$ cat src/rtl/gate_eval_arbiter.sv
// Round-robin arbiter sharing one masked N-input gate evaluator among NREQ requesters.
// Optional response counter stat_ops is enabled by defining GATE_EVAL_ARB_STATS_EN.
module gate_eval_arbiter #(
  parameter int NREQ  = 4,
  parameter int WIDTH = 8,
  localparam int IDW  = (NREQ > 1) ? $clog2(NREQ) : 1
) (
  input  logic                    clk,
  input  logic                    rst_n,
  input  logic [NREQ-1:0]         req_valid,
  output logic [NREQ-1:0]         req_ready,
  input  logic [NREQ*3-1:0]       req_op,
  input  logic [NREQ*WIDTH-1:0]   req_data,
  input  logic [NREQ*WIDTH-1:0]   req_mask,
  output logic                    rsp_valid,
  input  logic                    rsp_ready,
  output logic [IDW-1:0]          rsp_id,
  output logic                    rsp_y,
`ifdef GATE_EVAL_ARB_STATS_EN
  output logic [15:0]             stat_ops,
`endif
  output logic                    busy
);

  if (NREQ < 2 || NREQ > 16 || WIDTH < 1 || WIDTH > 32) begin : g_bad_param
    $error("gate_eval_arbiter: NREQ must be 2..16 and WIDTH 1..32");
  end

  typedef enum logic [1:0] {
    S_IDLE = 2'd0,
    S_EVAL = 2'd1,
    S_RESP = 2'd2
  } state_t;

  state_t             r_state;
  logic [IDW-1:0]     r_rr_ptr;
  logic [2:0]         r_op;
  logic [WIDTH-1:0]   r_data;
  logic [WIDTH-1:0]   r_mask;
  logic [IDW-1:0]     r_id;
  logic               r_rsp_valid;
  logic               r_rsp_y;
  logic               r_busy;

  logic               w_found;
  logic [IDW-1:0]     w_gnt_idx;
  logic [IDW-1:0]     w_next_ptr;
  logic [NREQ-1:0]    w_ready;
  logic               w_rsp_hs;

  // Masked identities fall out naturally: unmasked bits are forced to the neutral value.
  function automatic logic f_gate_eval(input logic [2:0] op,
                                       input logic [WIDTH-1:0] data,
                                       input logic [WIDTH-1:0] mask);
    logic l_and;
    logic l_or;
    logic l_xor;
    logic l_low;
    logic l_seen;
    logic l_y;
    l_and  = &(data | ~mask);
    l_or   = |(data & mask);
    l_xor  = ^(data & mask);
    l_low  = 1'b0;
    l_seen = 1'b0;
    for (int i = 0; i < WIDTH; i++) begin
      if (!l_seen && mask[i]) begin
        l_low  = data[i];
        l_seen = 1'b1;
      end
    end
    case (op)
      3'd0:    l_y = l_and;
      3'd1:    l_y = l_or;
      3'd2:    l_y = l_xor;
      3'd3:    l_y = ~l_xor;
      3'd4:    l_y = ~l_and;
      3'd5:    l_y = ~l_or;
      3'd6:    l_y = l_low;
      3'd7:    l_y = ~l_low;
      default: l_y = 1'b0;
    endcase
    return l_y;
  endfunction

  // Round-robin search for the first valid requester starting at r_rr_ptr.
  always_comb begin
    w_found   = 1'b0;
    w_gnt_idx = '0;
    for (int k = 0; k < NREQ; k++) begin
      int idx;
      idx = int'(r_rr_ptr) + k;
      if (idx >= NREQ) begin
        idx = idx - NREQ;
      end else begin
        idx = idx;
      end
      if (!w_found && req_valid[idx]) begin
        w_found   = 1'b1;
        w_gnt_idx = IDW'(idx);
      end else begin
        w_gnt_idx = w_gnt_idx;
      end
    end
  end

  // Winner-only ready, suppressed outside IDLE and while reset is held.
  always_comb begin
    w_ready = '0;
    if (rst_n && (r_state == S_IDLE) && w_found) begin
      w_ready[w_gnt_idx] = 1'b1;
    end else begin
      w_ready = '0;
    end
  end

  // Pointer advance with wrap from NREQ-1 to 0.
  always_comb begin
    w_next_ptr = '0;
    if (w_gnt_idx == IDW'(NREQ - 1)) begin
      w_next_ptr = '0;
    end else begin
      w_next_ptr = w_gnt_idx + IDW'(1);
    end
  end

  assign w_rsp_hs = r_rsp_valid && rsp_ready;

  // Control FSM: grant and latch in IDLE, evaluate in EVAL, hold response in RESP.
  always_ff @(posedge clk or negedge rst_n) begin
    if (!rst_n) begin
      r_state     <= S_IDLE;
      r_rr_ptr    <= '0;
      r_op        <= 3'd0;
      r_data      <= '0;
      r_mask      <= '0;
      r_id        <= '0;
      r_rsp_valid <= 1'b0;
      r_rsp_y     <= 1'b0;
      r_busy      <= 1'b0;
    end else begin
      case (r_state)
        S_IDLE: begin
          if (w_found) begin
            r_op     <= req_op[w_gnt_idx*3 +: 3];
            r_data   <= req_data[w_gnt_idx*WIDTH +: WIDTH];
            r_mask   <= req_mask[w_gnt_idx*WIDTH +: WIDTH];
            r_id     <= w_gnt_idx;
            r_rr_ptr <= w_next_ptr;
            r_busy   <= 1'b1;
            r_state  <= S_EVAL;
          end
        end
        S_EVAL: begin
          r_rsp_y     <= f_gate_eval(r_op, r_data, r_mask);
          r_rsp_valid <= 1'b1;
          r_state     <= S_RESP;
        end
        S_RESP: begin
          if (w_rsp_hs) begin
            r_rsp_valid <= 1'b0;
            r_busy      <= 1'b0;
            r_state     <= S_IDLE;
          end
        end
        default: begin
          r_rsp_valid <= 1'b0;
          r_busy      <= 1'b0;
          r_state     <= S_IDLE;
        end
      endcase
    end
  end

`ifdef GATE_EVAL_ARB_STATS_EN
  logic [15:0] r_stat_ops;

  // Saturating count of completed response handshakes.
  always_ff @(posedge clk or negedge rst_n) begin
    if (!rst_n) begin
      r_stat_ops <= 16'd0;
    end else if (w_rsp_hs && (r_stat_ops != 16'hFFFF)) begin
      r_stat_ops <= r_stat_ops + 16'd1;
    end
  end

  assign stat_ops = r_stat_ops;
`endif

  assign req_ready = w_ready;
  assign rsp_valid = r_rsp_valid;
  assign rsp_id    = r_id;
  assign rsp_y     = r_rsp_y;
  assign busy      = r_busy;

endmodule

$ cat config.mk
export PLATFORM = sky130hd
export DESIGN_NAME = gate_eval_arbiter
export DESIGN_NICKNAME = d
export VERILOG_FILES = /design/src/rtl/gate_eval_arbiter.sv
export SDC_FILE = /design/constraint.sdc
export NUM_CORES = 1
export LEC_CHECK = 0
export BUFFER_PORTS_ARGS = -buffer_cell sky130_fd_sc_hd__buf_2
export CORE_MARGIN = 2
export CORE_UTILIZATION = 52
export DETAILED_ROUTE_END_ITERATION = 12
export PLACE_DENSITY_LB_ADDON = 0.08
export REMOVE_ABC_BUFFERS = 1
export SYNTH_ARGS = -nofsm -noshare
export SYNTH_HDL_FRONTEND = slang
export SYNTH_SLANG_ARGS = --single-unit
$ cat constraint.sdc
create_clock -name clk -period 5.2 [get_ports clk]
set_input_delay 0.78 -clock clk [delete_from_list [all_inputs] [get_ports clk]]
set_output_delay 0.78 -clock clk [all_outputs]
set_load 0.1 [all_outputs]
==> results.md <==
* Status: finished, final reports clean
* Hold violation total from the final report at 0
* Crit path DAT at 3.07 ns
* CTS Buf Count at 3
* Global route total overflow at 0
* Largest net degree at the start of global routing at 46
* Layout net count at 429
* DIE AREA at 4800 sq um
* Placed insts at 383
* Core area at 4060 sq um
* Crit end category: output port
* Num ports at 92
* Port Buffers at 91
* Resized Gates After CTS at 0
* Synth cell types at 42
* Sink Count at 28
* Synth top area share at 31.6%
* Vias in the first global route at 1957
* Worst skew pair latency at 0.28 ns
* Routability cong. at 0.862
* WP data required at 4.42 ns
* FF-to-FF setup slack at 2.61 ns
* Non-Filler Instances at 387
* Fmax at 260 MHz
* Antenna viol nets, final at 0
* Die Width at 69.3 um
* Wire length per cell at 13.3 um
* Startpoint Class: primary input
* Avg Cell Area, Syn at 8.53 sq um
* Cell Area, Synth at 2220 sq um
* H-Tree Depth at 1
* Area growth syn-to-layout at 22.7%
* Synth Instances at 260
* Max-cap viol count at 0
* Top post-synthesis cells by area: dfrtp_1 32%, a211oi_1 13%, and3_1 12%, o31ai_1 6.1%, nand2_1 5.8%
* DP HPWL at 3880 um
* Antenna fix cells at 0
* Max_slew headroom at 34.0%
* Slew Viols, Final at 0
* Post-synth top area cell: dfrtp_1
* Hold Slack at 0.493 ns
* Unrepaired setup endpoints after global routing: no
* DRT Pass-1 Iters at 4
* Reg clk slew, reported paths at 0.10 ns
* Sequential-to-total area share from yosys stat at 31.6%
* Count leader, synth: and3_1
* Row Count at 23
* DR vias at 2187
* TritonCTS clock tree: built
* Warnings, synthesis at 0
* Number of synthesized flops with an enable pin at 0
* Post-CTS Setup Repair Bufs at 0
* Cts hold-fix bufs at 0
* Final setup fails at 0
* Final Util at 67.1%
* Initial Util at 54.7%
* Synth cell count leaders: 42 x and3_1, 37 x a211oi_1, 34 x nand2_1, 28 x dfrtp_1, 18 x o31ai_1
* Setup Skew at 0.00364 ns
* Tmin final at 3.85 ns
* Sum Neg Setup Slack at 0 ns
* Clock Tree Root: clkbuf_8
* Synthesized flop and latch total at 28
* First-pass GRT wire length at 8820 um
* Ys flop type: dfrtp_1
* Layout cells sized above 1 at 31.8%
* Pleak at 1.38 nW
* Gr usage total at 21.7%
* PD cells at 601 nW/um^2
* Worst slew pin tran at 0.990 ns
* Initial antenna violation count at 0
* Hold WC Path Type: flop to flop
* Detailed Route Iter0 Violations at 170
* Final Cycle Share at 74.0%
* Maximum vdd drop at 291 uV
* # DRC at 0
* Die H at 69.3 um
* Routed wire length at 5160 um
* Async set-or-reset flop fraction in the synthesized netlist at 100%
* CTS Buffer Depth at 2
* CP Class: primary input to output port
* Crit-path max FO at 39
* Vias/cell at 5.65
-- cell families (layout without fill, tap and decap cells) --
kind of cell	count (synthesis)	count (layout)	share of synthesized area, %
xor gates and xnor gates	5	5	1.97
adders and majority gates	8	8	4.51
and+or+nand+nor	109	109	26.8
muxes	1	1	0.451
DFF	28	28	31.6
buffers and inverters	30	107	7.16
AOI/OAI and AO/OA	79	79	27.5
-- flip-flops by register name, summed over array words and instances, names as in the netlist --
register	count
rsp_id	2
r_rr_ptr	2
r_state	2
r_mask	8
rsp_valid	1
busy	1
rsp_y	1
r_op	3
r_data	8
-- final timing paths --
check / start / end / cells after the start
setup / recovery: req_valid[2] / req_ready[0] / 8
hold / removal: rsp_id[1] / rsp_id[1] / 2
setup reg to reg: r_rr_ptr[1] / r_mask[3] / 7
hold reg to reg: rsp_id[1] / rsp_id[1] / 2
max in group asynchronous: rst_n / r_data[4] / 1
min in group asynchronous: rst_n / rsp_valid / 1
-- metal layers --
layer	share of wire [%]	wire length [um]	vias up	GRT usage, %
met4	1.1	59	0	5.88
met5	0	0	-	0
li1	-	-	1137	-
met2	46	2370	65	36.9
met1	48	2470	980	29.5
met3	4.9	255	5	2.33
-- metrics by stage --
stage                     instance area [sq um]  power (mW)  setup WS, ns
final                                      2720        1.64          1.35
after global routing                       2720        1.79          1.20
after CTS                                  2720        1.65          1.37
after detailed placement                   2650        1.48          1.34
after global placement                     2650        1.45          1.44
after floorplan                            2090        1.22          1.09
-- layout by cell type (no fill, tap or decap), types with 2 or more instances in the layout --
cell and count:
nand2b_1 5, o21ai_0 3, a211oi_2 2, o31ai_1 18, a211oi_1 37, inv_2 2, inv_1 6, o311ai_0 2
nor3_1 2, ha_1 8, a21oi_1 3, nor2b_1 9, clkbuf_8 3, nor2_1 5, buf_4 4, and3_1 42
dfrtp_1 28, nor4b_1 2, xnor2_1 4, buf_2 91, o2111ai_1 2, nor4_1 2, a21o_1 2, or3_1 3
o311a_1 2, nand2_1 34
-- power by group --
| part | switching, mW | internal [mW] | leakage, nW |
|---|---|---|---|
| clock network | 0.0694 | 0.103 | 0.0357 |
| registers | 0.114 | 0.331 | 0.339 |
| logic | 0.636 | 0.383 | 1.00 |
-- layout make-up --
type                    count  area [sq um]
multi-input cells         202          1370
clock buffers               3          41.3
repair buffers             95           485
well taps                  50          62.6
flip-flops and latches     28           701
clock inverters             1          30.0
fillers                   367          1340
inverters                   8          30.0
-- worst max-delay path, stage by stage --
cell and delay, ns:
buf_2 0.12, nor2b_1 0.14, a221o_1 0.69, and2_4 0.32, inv_2 0.24, ha_1 0.20, and3_1 0.14, buf_2 0.42
Note: power is estimated with default switching activity, not from simulation.
